## config.mk

```make
export PLATFORM = sky130hd
export DESIGN_NAME = gpr_wb_arbiter_flat
export DESIGN_NICKNAME = d
export VERILOG_FILES = /design/src/rtl/gpr_wb_arbiter_if.sv /design/src/rtl/gpr_wb_arbiter.sv /design/src/flat_wrapper.sv
export SDC_FILE = /design/constraint.sdc
export NUM_CORES = 1
export LEC_CHECK = 0
export CAP_MARGIN = 5
export CORE_UTILIZATION = 42
export CTS_CLUSTER_DIAMETER = 30
export DETAILED_ROUTE_END_ITERATION = 16
export PLACE_DENSITY = 0.82
export SYNTH_ARGS = -nofsm -noshare
export SYNTH_HDL_FRONTEND = slang
export SYNTH_SLANG_ARGS = --single-unit
```

## constraint.sdc

```tcl
create_clock -name clk -period 3.3 [get_ports clk]
set_input_delay 0.33 -clock clk [delete_from_list [all_inputs] [get_ports clk]]
set_output_delay 0.33 -clock clk [all_outputs]
set_load 0.01 [all_outputs]
```

## src/rtl/gpr_wb_arbiter_if.sv

```systemverilog
`default_nettype none
//------------------------------------------------------------------------------
// Module   : gpr_wb_arbiter_if
// Purpose  : Bundles the three writeback handshakes (LSU, ALU, MDU), the issue
//            and flush inputs, the register file write port and the busy
//            scoreboard of gpr_wb_arbiter.
// Ports    : *_wb_valid/addr/data  source -> arbiter writeback request
//            *_wb_ready            arbiter -> source, accepted this cycle
//            iss_en/iss_addr       issue of a GPR-writing instruction
//            flush                 clear the scoreboard
//            wr_en/wr_addr/wr_data registered register file write port
//            busy                  per-GPR pending-write scoreboard
// Modports : master = sources / issue side, slave = arbiter
// Revision : 1.0  initial release
//------------------------------------------------------------------------------
`ifndef OPERAND_WIDTH
`define OPERAND_WIDTH 32
`endif

interface gpr_wb_arbiter_if #(
   parameter int WIDTH = `OPERAND_WIDTH
);
   logic             alu_wb_valid;
   logic [4:0]       alu_wb_addr;
   logic [WIDTH-1:0] alu_wb_data;
   logic             alu_wb_ready;
   logic             lsu_wb_valid;
   logic [4:0]       lsu_wb_addr;
   logic [WIDTH-1:0] lsu_wb_data;
   logic             lsu_wb_ready;
   logic             mdu_wb_valid;
   logic [4:0]       mdu_wb_addr;
   logic [WIDTH-1:0] mdu_wb_data;
   logic             mdu_wb_ready;
   logic             iss_en;
   logic [4:0]       iss_addr;
   logic             flush;
   logic             wr_en;
   logic [4:0]       wr_addr;
   logic [WIDTH-1:0] wr_data;
   logic [31:0]      busy;

   modport master (
      output alu_wb_valid, alu_wb_addr, alu_wb_data,
      output lsu_wb_valid, lsu_wb_addr, lsu_wb_data,
      output mdu_wb_valid, mdu_wb_addr, mdu_wb_data,
      output iss_en, iss_addr, flush,
      input  alu_wb_ready, lsu_wb_ready, mdu_wb_ready,
      input  wr_en, wr_addr, wr_data, busy
   );

   modport slave (
      input  alu_wb_valid, alu_wb_addr, alu_wb_data,
      input  lsu_wb_valid, lsu_wb_addr, lsu_wb_data,
      input  mdu_wb_valid, mdu_wb_addr, mdu_wb_data,
      input  iss_en, iss_addr, flush,
      output alu_wb_ready, lsu_wb_ready, mdu_wb_ready,
      output wr_en, wr_addr, wr_data, busy
   );
endinterface

`default_nettype wire

```

## src/rtl/gpr_wb_arbiter.sv

```systemverilog
`default_nettype none
//------------------------------------------------------------------------------
// Module   : gpr_wb_arbiter
// Purpose  : Arbitrates the single GPR write port between LSU, ALU and MDU
//            writeback sources (fixed order LSU > ALU > MDU, with starvation
//            promotion), registers the winning write, and maintains a busy
//            scoreboard of GPRs with outstanding writes.
// Ports    : clk  clock, rising edge
//            rst  asynchronous active-high reset
//            wb   gpr_wb_arbiter_if.slave (handshakes, issue, flush,
//                 write port, busy)
// Revision : 1.0  initial release
//------------------------------------------------------------------------------
`ifndef OPERAND_WIDTH
`define OPERAND_WIDTH 32
`endif

module gpr_wb_arbiter #(
   parameter int WIDTH      = `OPERAND_WIDTH,
   parameter int STARVE_MAX = 4
) (
   input  logic                clk,
   input  logic                rst,
   gpr_wb_arbiter_if.slave     wb
);

   // Source slots, listed in fixed priority order (lowest index wins).
   localparam int         N_SRC      = 3;
   localparam int         SRC_LSU    = 0;
   localparam int         SRC_ALU    = 1;
   localparam int         SRC_MDU    = 2;
   localparam logic [2:0] C_STARVE   = 3'(STARVE_MAX);

   logic [N_SRC-1:0] src_valid;
   logic [4:0]       src_addr [N_SRC];
   logic [WIDTH-1:0] src_data [N_SRC];

   logic [N_SRC-1:0] starving;
   logic [N_SRC-1:0] cand;
   logic [N_SRC-1:0] grant;
   logic [4:0]       sel_addr;
   logic [WIDTH-1:0] sel_data;
   logic [31:0]      clr_mask;
   logic [31:0]      set_mask;

   logic [2:0]       cnt_q [N_SRC];
   logic [2:0]       cnt_d [N_SRC];
   logic             wr_en_q,   wr_en_d;
   logic [4:0]       wr_addr_q, wr_addr_d;
   logic [WIDTH-1:0] wr_data_q, wr_data_d;
   logic [31:0]      busy_q,    busy_d;

   assign src_valid[SRC_LSU] = wb.lsu_wb_valid;
   assign src_valid[SRC_ALU] = wb.alu_wb_valid;
   assign src_valid[SRC_MDU] = wb.mdu_wb_valid;
   assign src_addr[SRC_LSU]  = wb.lsu_wb_addr;
   assign src_addr[SRC_ALU]  = wb.alu_wb_addr;
   assign src_addr[SRC_MDU]  = wb.mdu_wb_addr;
   assign src_data[SRC_LSU]  = wb.lsu_wb_data;
   assign src_data[SRC_ALU]  = wb.alu_wb_data;
   assign src_data[SRC_MDU]  = wb.mdu_wb_data;

   always_comb begin
      starving  = '0;
      sel_addr  = '0;
      sel_data  = '0;
      clr_mask  = '0;
      set_mask  = '0;
      wr_en_d   = 1'b0;
      wr_addr_d = wr_addr_q;
      wr_data_d = wr_data_q;

      for (int i = 0; i < N_SRC; i++) begin
         starving[i] = src_valid[i] && (cnt_q[i] == C_STARVE);
      end

      // Starving sources form an exclusive group; the isolate-lowest-set-bit
      // trick then picks the first candidate in priority order. Readies are
      // forced low while reset is held so the sources see no acceptance.
      cand  = (|starving) ? starving : src_valid;
      grant = (cand & (~cand + 3'd1)) & {N_SRC{~rst}};

      for (int i = 0; i < N_SRC; i++) begin
         if (grant[i]) begin
            sel_addr = src_addr[i];
            sel_data = src_data[i];
         end
         if (grant[i] || !src_valid[i]) begin
            cnt_d[i] = 3'd0;
         end else if (cnt_q[i] == C_STARVE) begin
            cnt_d[i] = cnt_q[i];
         end else begin
            cnt_d[i] = cnt_q[i] + 3'd1;
         end
      end

      // A grant to x0 completes the handshake but never writes the regfile.
      if ((|grant) && (sel_addr != 5'd0)) begin
         wr_en_d   = 1'b1;
         wr_addr_d = sel_addr;
         wr_data_d = sel_data;
      end

      if (|grant)    clr_mask = 32'd1 << sel_addr;
      if (wb.iss_en) set_mask = 32'd1 << wb.iss_addr;

      // Set is applied after clear: the issued instruction is newer than the
      // completing write to the same register.
      if (wb.flush) busy_d = '0;
      else          busy_d = (busy_q & ~clr_mask) | set_mask;
      busy_d[0] = 1'b0;
   end

   always_ff @(posedge clk or posedge rst) begin
      if (rst) begin
         wr_en_q   <= 1'b0;
         wr_addr_q <= '0;
         wr_data_q <= '0;
         busy_q    <= '0;
         for (int i = 0; i < N_SRC; i++) cnt_q[i] <= 3'd0;
      end else begin
         wr_en_q   <= wr_en_d;
         wr_addr_q <= wr_addr_d;
         wr_data_q <= wr_data_d;
         busy_q    <= busy_d;
         for (int i = 0; i < N_SRC; i++) cnt_q[i] <= cnt_d[i];
      end
   end

   assign wb.lsu_wb_ready = grant[SRC_LSU];
   assign wb.alu_wb_ready = grant[SRC_ALU];
   assign wb.mdu_wb_ready = grant[SRC_MDU];
   assign wb.wr_en        = wr_en_q;
   assign wb.wr_addr      = wr_addr_q;
   assign wb.wr_data      = wr_data_q;
   assign wb.busy         = busy_q;

endmodule

`default_nettype wire

```

## src/flat_wrapper.sv

```systemverilog
// flat-port wrapper written by rule: the top's interface ports become plain ports
module gpr_wb_arbiter_flat 
#(
   parameter int WIDTH      = `OPERAND_WIDTH,
   parameter int STARVE_MAX = 4
)
  (clk, rst, wb_alu_wb_valid, wb_alu_wb_addr, wb_alu_wb_data, wb_lsu_wb_valid, wb_lsu_wb_addr, wb_lsu_wb_data, wb_mdu_wb_valid, wb_mdu_wb_addr, wb_mdu_wb_data, wb_iss_en, wb_iss_addr, wb_flush, wb_alu_wb_ready, wb_lsu_wb_ready, wb_mdu_wb_ready, wb_wr_en, wb_wr_addr, wb_wr_data, wb_busy);
  gpr_wb_arbiter_if #(.WIDTH(WIDTH)) wb_i ();
  input  logic clk;
  input  logic rst;
  input wire logic [$bits(wb_i.alu_wb_valid)-1:0] wb_alu_wb_valid;
  input wire logic [$bits(wb_i.alu_wb_addr)-1:0] wb_alu_wb_addr;
  input wire logic [$bits(wb_i.alu_wb_data)-1:0] wb_alu_wb_data;
  input wire logic [$bits(wb_i.lsu_wb_valid)-1:0] wb_lsu_wb_valid;
  input wire logic [$bits(wb_i.lsu_wb_addr)-1:0] wb_lsu_wb_addr;
  input wire logic [$bits(wb_i.lsu_wb_data)-1:0] wb_lsu_wb_data;
  input wire logic [$bits(wb_i.mdu_wb_valid)-1:0] wb_mdu_wb_valid;
  input wire logic [$bits(wb_i.mdu_wb_addr)-1:0] wb_mdu_wb_addr;
  input wire logic [$bits(wb_i.mdu_wb_data)-1:0] wb_mdu_wb_data;
  input wire logic [$bits(wb_i.iss_en)-1:0] wb_iss_en;
  input wire logic [$bits(wb_i.iss_addr)-1:0] wb_iss_addr;
  input wire logic [$bits(wb_i.flush)-1:0] wb_flush;
  output wire logic [$bits(wb_i.alu_wb_ready)-1:0] wb_alu_wb_ready;
  output wire logic [$bits(wb_i.lsu_wb_ready)-1:0] wb_lsu_wb_ready;
  output wire logic [$bits(wb_i.mdu_wb_ready)-1:0] wb_mdu_wb_ready;
  output wire logic [$bits(wb_i.wr_en)-1:0] wb_wr_en;
  output wire logic [$bits(wb_i.wr_addr)-1:0] wb_wr_addr;
  output wire logic [$bits(wb_i.wr_data)-1:0] wb_wr_data;
  output wire logic [$bits(wb_i.busy)-1:0] wb_busy;
  assign wb_i.alu_wb_valid = wb_alu_wb_valid;
  assign wb_i.alu_wb_addr = wb_alu_wb_addr;
  assign wb_i.alu_wb_data = wb_alu_wb_data;
  assign wb_i.lsu_wb_valid = wb_lsu_wb_valid;
  assign wb_i.lsu_wb_addr = wb_lsu_wb_addr;
  assign wb_i.lsu_wb_data = wb_lsu_wb_data;
  assign wb_i.mdu_wb_valid = wb_mdu_wb_valid;
  assign wb_i.mdu_wb_addr = wb_mdu_wb_addr;
  assign wb_i.mdu_wb_data = wb_mdu_wb_data;
  assign wb_i.iss_en = wb_iss_en;
  assign wb_i.iss_addr = wb_iss_addr;
  assign wb_i.flush = wb_flush;
  assign wb_alu_wb_ready = wb_i.alu_wb_ready;
  assign wb_lsu_wb_ready = wb_i.lsu_wb_ready;
  assign wb_mdu_wb_ready = wb_i.mdu_wb_ready;
  assign wb_wr_en = wb_i.wr_en;
  assign wb_wr_addr = wb_i.wr_addr;
  assign wb_wr_data = wb_i.wr_data;
  assign wb_busy = wb_i.busy;
  gpr_wb_arbiter #(.WIDTH(WIDTH), .STARVE_MAX(STARVE_MAX)) u_core (.clk(clk), .rst(rst), .wb(wb_i));
endmodule
```

# --- After elaboration in Yosys (flattened, before gate mapping) ---
# Cells that the tools add are included.
classes:
  n_addsub: 4
  n_reduce_logical: 13
  bitwise_logic: 7
  n_eq_ne: 6
  n_shift: 2
  n_mux: 17
op_table:
  columns: ["operator", "n"]
  rows:
  - ["2-to-1 mux 32 bit", 6]
  - ["<< shifter 1 x 5 -> 32 bit, first input constant", 2]
  - ["AND 32 bit", 1]
  - ["inverter 32 bit", 1]
  - ["OR 32 bit", 1]
  - ["2-to-1 mux 3 bit", 7]
  - ["2-to-1 mux 5 bit", 3]
  - ["adder 3 x 1 -> 3 bit, second input constant", 4]
  - ["equality test 3 bit, second input constant", 3]
  - ["AND 3 bit", 2]
  - ["!= test 2 x 1 -> 1 bit, second input constant", 3]
  - ["OR reduction 3 bit", 2]
  - ["nonzero test 5 bit", 1]
  - ["logical AND 1 bit", 4]
  - ["logical NOT 1 bit", 3]
  - ["logical OR 1 bit", 3]
  - ["inverter 3 bit", 1]
  - ["2-to-1 mux 1 bit", 1]
  - ["inverter 1 bit", 1]
totals:
  wordCells: 56
  out_inout_bits: 73
  register_bits: 78
  in_bits: 123

# --- Depth between registers and ports, before layout ---
# Gate-level depths: netlist of the first run.
depth:
  ltp_word: 17
  depth_mapped: 12
  mapped_depth_nobuf: 9

# --- Least setup slack after synthesis of the first run ---
# No wires, ideal clock.
synth_path:
  path_type: "reg2reg"
  start: "reg u_core.cnt_q[0] (netlist name)"
  end: "reg u_core.wr_data_q[10], in the netlist u_core.wb.wr_data[10]"
  slack_ns: 0.539
  stages_incl_launch_ff: 13
  setup_time_ns: 0.079
  t_required_ns: 3.221
  path_buffers: 3
  arrival_time_ns: 2.682
  period_less_slack_ns: 2.761
  path_cell_list: "dfrtp_1 inv_1 ha_1 and3_4 o21ai_4 a2111o_1 buf_6 o221a_4 nor4_4 and2_4 buf_12 buf_12 mux2i_1"
synth_via:
  elab_chain_cells: 13
  word_cells_on_any_way: 17
  classes_between: "add/sub: 1; eq/ne: 1; mux: 7; bitwise: 3; reduce/logical: 5"
synth_lines:
  columns: ["item", "line", "rtl"]
  rows:
  - ["from (decl)", "gpr_wb_arbiter.sv:46", "logic [2:0] cnt_q [N_SRC];"]
  - ["equality test 3 bit *", "gpr_wb_arbiter.sv:74", "starving[i] = src_valid[i] && (cnt_q[i] == C_STARVE);"]
  - ["logical AND 1 bit *", "gpr_wb_arbiter.sv:74", null]
  - ["OR reduction 3 bit", "gpr_wb_arbiter.sv:80", "cand = (|starving) ? starving : src_valid;"]
  - ["2-to-1 mux 3 bit *", "gpr_wb_arbiter.sv:80", null]
  - ["inverter 3 bit", "gpr_wb_arbiter.sv:81", "grant = (cand & (~cand + 3'd1)) & {N_SRC{~rst}};"]
  - ["adder 3 x 1 -> 3 bit", "gpr_wb_arbiter.sv:81", null]
  - ["AND 3 bit * (2 in series)", "gpr_wb_arbiter.sv:81", null]
  - ["2-to-1 mux 5 bit (3 in series)", "gpr_wb_arbiter.sv:84", "if (grant[i]) begin"]
  - ["nonzero test 5 bit", "gpr_wb_arbiter.sv:98", "if ((|grant) && (sel_addr != 5'd0)) begin"]
  - ["logical AND 1 bit", "gpr_wb_arbiter.sv:98", null]
  - ["to (signal assigned)", "gpr_wb_arbiter.sv:124", "wr_data_q <= wr_data_d;"]
  - ["to (decl)", "gpr_wb_arbiter.sv:50", "logic [WIDTH-1:0] wr_data_q, wr_data_d;"]
# Every way passes the cells marked *; elsewhere a longest branch is shown, timed or not.
# A chain may end at the register's enable or synchronous reset.

# --- Worst setup path in the final report of the first run ---
layout_path:
  start: "reg u_core.cnt_q[0] (netlist name)"
  end: "reg u_core.wr_data_q[8], in the netlist u_core.wb.wr_data[8]"
# The elaborated chain is that of the path after synthesis.

==> results of run 1 <==
[power by group through the flow]
stage	registers, uW	clock network, uW	logic, uW
after detailed placement	1100	0	707
final	1080	702	721
after global placement	1100	0	686
after global routing	1090	751	773
after floorplan	1130	0	299
after CTS	1080	717	709
[Yosys cell counts]
cell        n
nand3_1    15
mux2i_1    32
and3_1      3
o21ai_4     1
o221ai_1    6
dfrtp_1    78
nand4b_1    1
xnor2_1     3
a2111o_1    1
a31oi_1     5
ha_1        6
o221a_4     1
nand2_1    47
o21ai_0    32
nor2_1     14
nor4_4      1
clkbuf_1   15
and3b_1     1
and2_4      1
a21boi_0    1
o221a_2     4
o2bb2ai_1   1
a21boi_1    2
inv_2       1
a21oi_1    33
a311oi_1    1
or2b_1      2
a222oi_1   32
conb_1      1
and3_4      2
a21o_1      8
nor3b_1     1
nor2b_1     5
buf_6       1
buf_12      4
nand2_8     1
nand4_1     1
inv_1      46
o211ai_1    1
nor3_1      6
a31o_2      1
and2_2      1
buf_4       1
and2_1      4
[metrics by stage]
stage | power (uW) | area (um^2)
6_report | 2500 | 6510
5_1_grt | 2620 | 6510
4_1_cts | 2510 | 6460
3_5_place_dp | 1810 | 6270
3_3_place_gp | 1790 | 6270
2_1_floorplan | 1420 | 4180
[cell type report]
class                           count  area (um^2)
Fill cell                         764         3220
Timing Repair Buffer              212         2110
Sequential cell                    78         1950
Multi-Input combinational cell    278         1910
Inverter                           47          178
Tap cell                          133          166
Clock buffer                       11          141
Clock inverter                      4         47.5
[state kept, by name, summed over array words and instances (netlist names)]
name and flops:
u_core.wb.wr_addr 5, u_core.wb.wr_data 32, u_core.wb.busy 31, u_core.cnt_q 9, u_core.wb.wr_en 1
[routing by layer]
metal | up-vias | global-route usage
li1 | 1948 | -
met1 | 2023 | 0.313
met5 | - | 0
met3 | 29 | 0.0552
met4 | 0 | 0.113
met2 | 201 | 0.448
[worst paths after layout]
| check | from | depth (start not counted) | slack (ns) | end |
|---|---|---|---|---|
| worst max-delay path | u_core.cnt_q[0] | 10 | 0.21 | u_core.wb.wr_data[8] |
| worst min-delay path | u_core.wb.wr_addr[2] | 1 | 0.49 | u_core.wb.wr_addr[2] |
| worst max register to register | u_core.cnt_q[0] | 10 | 0.21 | u_core.wb.wr_data[8] |
| worst min register to register | u_core.wb.wr_addr[2] | 1 | 0.49 | u_core.wb.wr_addr[2] |
| max in group asynchronous | rst | 4 | 2.02 | u_core.wb.wr_addr[0] |
| min in group asynchronous | rst | 3 | 0.52 | u_core.cnt_q[8] |
[cell families (layout without fill, tap and decap cells)]
group	Yosys count	after routing	share of synthesized area
buf+inv	68	274	0.0793
other cells	1	1	0.000897
fa+ha+maj	6	6	0.0179
mux	32	32	0.0766
xor+xnor	3	3	0.00628
simple gates	106	106	0.128
flops	78	78	0.467
compound gates	130	130	0.224
[critical path, stage by stage, from the launching register on]
cell      delay (ns)
dfrtp_1         0.41
inv_1           0.07
ha_1            0.25
and3_4          0.25
a21boi_1        0.09
a2111o_1        0.52
o221a_2         0.38
nor4_4          0.34
and2_4          0.28
buf_12          0.14
mux2i_1         0.24
==> impl_metrics.yaml, run 1 <==
pwr:
  leakage_uw: 0.00269
  irDropWorstVdd_uv: 273
  p_sw_frac: 0.284
  clockPowerShare: 0.280
  combPwrFrac: 0.288
  power_density_nw_per_um2: 385
  switching_power_uw: 713
  seqPwrFrac: 0.432
  intPower_uw: 1790
sta:
  min_period_ns: 3.09
  layout_setup_ws_ns: 0.211
  slew_headroom: 0.244
  fin_crit_sh: 0.936
  tightestPinTransition_ns: 1.13
  hold-worst-slack_ns: 0.488
  max_freq_mhz: 324
  fin_skew_ns: 0.00712
  hold_viol: 0
  setup_viol: 0
  finalSetupTns_ns: 0
  drv_slew: 0
  rsz0062_at_grt: "false"
detailed_routing:
  wl_met3_um: 1150
  drc_errors: 0
  m1WireLength_um: 5680
  drt-pass1-iter-count: 7
  wl_per_cell_um: 18.1
  top_layer: "met4"
  vias: 4201
  postRouteAntennaNets: 0
  dr.first_iter.drc_count: 297
  wl_um: 13800
  viasPerCell: 5.51
  wl_met2_um: 6610
clock_tree:
  numClockSinks: 78
  cts_tree: "yes"
  root_buffer: "clkbuf_8"
  ctsHoldBuffers: 0
  cts_made_buffers: 9
  post_cts_resized: 0
  h-tree-depth: 3
  path_clk_slew_ns: 0.08
  cts_max_path_buffers: 2
  post_cts_buffers: 0
  clk_latency_ns: 0.34
synth:
  synth_warnings: 0
  ys_types: 44
  synthTopCellsByArea: "dfrtp_1, a222oi_1, mux2i_1"
  synth_top_area_frac: 0.467
  synth_top_area_cell: "dfrtp_1"
  synth_seq_area_share: 0.467
  syn_area_per_cell_um2: 9.87
  synth_seq_cells: 78
  syn_inst: 424
  synth_area_um2: 4180
  mappedNetlistNets: 553
placed_design:
  place_ws_ns: 0.0817
  placed_cells: 744
  port-buffer-count: 194
  dp_hpwl_um: 10500
  finalWeightedCongestion: 0.910
hold_path:
  hold_class: "flop to flop"
critical_path:
  critical_path.endpoint_type: "flop"
  critical_path.startpoint_type: "flop"
  crit_type: "flop to flop"
  cp.required_ns: 3.55
  cp.arrival_ns: 3.33
  crit_path_max_fanout: 9
global_routing:
  grt_max_degree: 34
  grt_pass1_wl_um: 20300
  antenna_found_initial: 0
  gr-total-overflow: 0
  gr-usage-all-layers: 0.260
  grt_pass1_vias: 4002
layout:
  drive_gt1_frac: 0.0778
  fin_nets: 755
  final_common_cell: "clkdlybuf4s50_1"
  syn_to_final_growth_pct: 55.5
  num_antenna_cells: 0
  final_util: 0.669
  final_cell_count_no_fill: 763
  layout_common_cells: "clkdlybuf4s50_1, dfrtp_1, nand2_1"
floorplan:
  fp-row-count: 36
  ios: 196
  die_height_um: 102
  dieWidth_um: 102
  design.core.area_um2: 9730
  die-area_um2: 10400
  start_util: 0.430
flow_run:
  drv_cap: 0
outcome:
  outcome: "complete, no violations"
Power figures use the tool's default switching activity.
==> inputs of run 2 (changes only) <==
--- a/config.mk
+++ b/config.mk
@@ -9,7 +9,7 @@
 export CORE_UTILIZATION = 42
 export CTS_CLUSTER_DIAMETER = 30
 export DETAILED_ROUTE_END_ITERATION = 16
-export PLACE_DENSITY = 0.82
+export PLACE_DENSITY = 0.91
 export SYNTH_ARGS = -nofsm -noshare
 export SYNTH_HDL_FRONTEND = slang
 export SYNTH_SLANG_ARGS = --single-unit
==> run 2 against run 1 <==
Compared with the run above:
- maximum frequency fell by 2.2%
- highest routed layer unchanged
- non-clock buffer count decreased by 6
- clock power increased by 21%
- largest power group unchanged
- count of clock-buffer cells in the layout is 1 lower
- sequential power is essentially flat
- wire length decreased by 1.5%
- sequential share of layout area rose by 0.098 points
==> impl_metrics.yaml, run 2 (synthesis gave the netlist of run 1 again) <==
outcome:
  outcome: "complete, no violations"
hold_path:
  hold_class: "flop to flop"
detailed_routing:
  wl_per_cell_um: 18.0
  postRouteAntennaNets: 0
  drt-pass1-iter-count: 7
  vias: 4215
  wl_um: 13600
  dr.first_iter.drc_count: 234
  viasPerCell: 5.56
  drc_errors: 0
sta:
  fin_skew_ns: 0.00477
  hold-worst-slack_ns: 0.489
  slew_headroom: 0.284
  min_period_ns: 3.16
  tightestPinTransition_ns: 1.07
  hold_viol: 0
  max_freq_mhz: 317
  setup_viol: 0
  finalSetupTns_ns: 0
  rsz0062_at_grt: "false"
  drv_slew: 0
  fin_crit_sh: 0.957
layout:
  fin_nets: 749
  syn_to_final_growth_pct: 55.0
  largest_register_ffs: 32
  layout_common_cells: "clkdlybuf4s50_1, dfrtp_1, nand2_1"
  num_antenna_cells: 0
  final_common_cell: "clkdlybuf4s50_1"
  drive_gt1_frac: 0.0704
floorplan:
  ios: 196
  die-area_um2: 10400
  start_util: 0.430
  die_height_um: 102
  fp-row-count: 36
  dieWidth_um: 102
  design.core.area_um2: 9730
global_routing:
  antenna_found_initial: 0
  use_met1: 0.311
  met3_usage: 0.0676
  top_usage_layer: "met2"
  grt_max_degree: 79
  met2_usage: 0.465
  grt_pass1_vias: 4253
  grt_pass1_wl_um: 20800
  gr-usage-all-layers: 0.262
  gr-total-overflow: 0
critical_path:
  path_cells: "inv_1 > ha_1 > and3_4 > a21boi_1 > a2111o_1 > o221a_2 > nor4_4 > and2_4 > buf_12 > mux2i_1"
  cp.arrival_ns: 3.41
  crit_family: "compound AO/OA/AOI/OAI gates"
  crit_slowest_cell: "a2111o_1"
  critical_path.startpoint_type: "flop"
  crit_type: "flop to flop"
  max_stage_delay_ns: 0.53
  critPathBufInv: 2
  crit_path_max_fanout: 35
  critical_path.endpoint_type: "flop"
  cp.required_ns: 3.56
clock_tree:
  path_clk_slew_ns: 0.08
  numClockSinks: 78
  ctsHoldBuffers: 0
  clk_latency_ns: 0.34
  cts_tree: "yes"
  h-tree-depth: 3
  post_cts_buffers: 0
  cts_made_buffers: 9
  cts_max_path_buffers: 2
  root_buffer: "clkbuf_8"
  post_cts_resized: 0
pwr:
  irDropWorstVdd_uv: 251
  leakage_uw: 0.00267
  power_density_nw_per_um2: 405
placed_design:
  port-buffer-count: 194
  dp_hpwl_um: 10300
  finalWeightedCongestion: 0.947
flow_run:
  drv_cap: 0
[run 2: cell type report]
cell class              count  area (um^2)
fillers                   802         3240
multi-input cells         278         1910
inverters                  47          178
repair buffers            206         2040
well taps                 133          166
clock buffers              10          128
flip-flops and latches     78         1950
clock inverters             6          110
[run 2: stage by stage]
stage	util	total power, uW	instance area (um^2)	setup slack (ns)	instances
after global routing	0.667	2750	6480	0.00502	758
after floorplan	-	1420	4180	0.539	424
after global placement	0.642	1770	6250	0.246	742
final	0.667	2630	6480	0.142	758
after detailed placement	0.642	1800	6250	0.114	742
after CTS	0.667	2640	6480	0.150	758
[run 2: worst paths after layout]
check | end | slack, ns | cells after the start | startpoint
worst max-delay path | u_core.wb.wr_data[11] | 0.14 | 10 | u_core.cnt_q[0]
worst min-delay path | u_core.wb.wr_addr[2] | 0.49 | 1 | u_core.wb.wr_addr[2]
worst max register to register | u_core.wb.wr_data[11] | 0.14 | 10 | u_core.cnt_q[0]
worst min register to register | u_core.wb.wr_addr[2] | 0.49 | 1 | u_core.wb.wr_addr[2]
max in group asynchronous | u_core.wb.wr_data[10] | 1.81 | 4 | rst
min in group asynchronous | u_core.cnt_q[4] | 0.83 | 4 | rst
[run 2: worst register-to-register path: stages, from the launching register on]
cell	delay, ns
dfrtp_1	0.42
inv_1	0.08
ha_1	0.27
and3_4	0.25
a21boi_1	0.08
a2111o_1	0.53
o221a_2	0.39
nor4_4	0.34
and2_4	0.22
buf_12	0.23
mux2i_1	0.27
[run 2: report_power, final]
| group | switching, uW | internal [uW] |
|---|---|---|
| registers | 50.5 | 1030 |
| logic | 315 | 378 |
| clock network | 349 | 502 |
[run 2: per-layer routing]
metal | part of all wire | vias up | wire length (um)
met4 | 0.023 | 0 | 307
met1 | 0.38 | 2057 | 5230
met5 | 0 | - | 0
met2 | 0.51 | 189 | 6890
li1 | - | 1941 | -
met3 | 0.089 | 28 | 1220
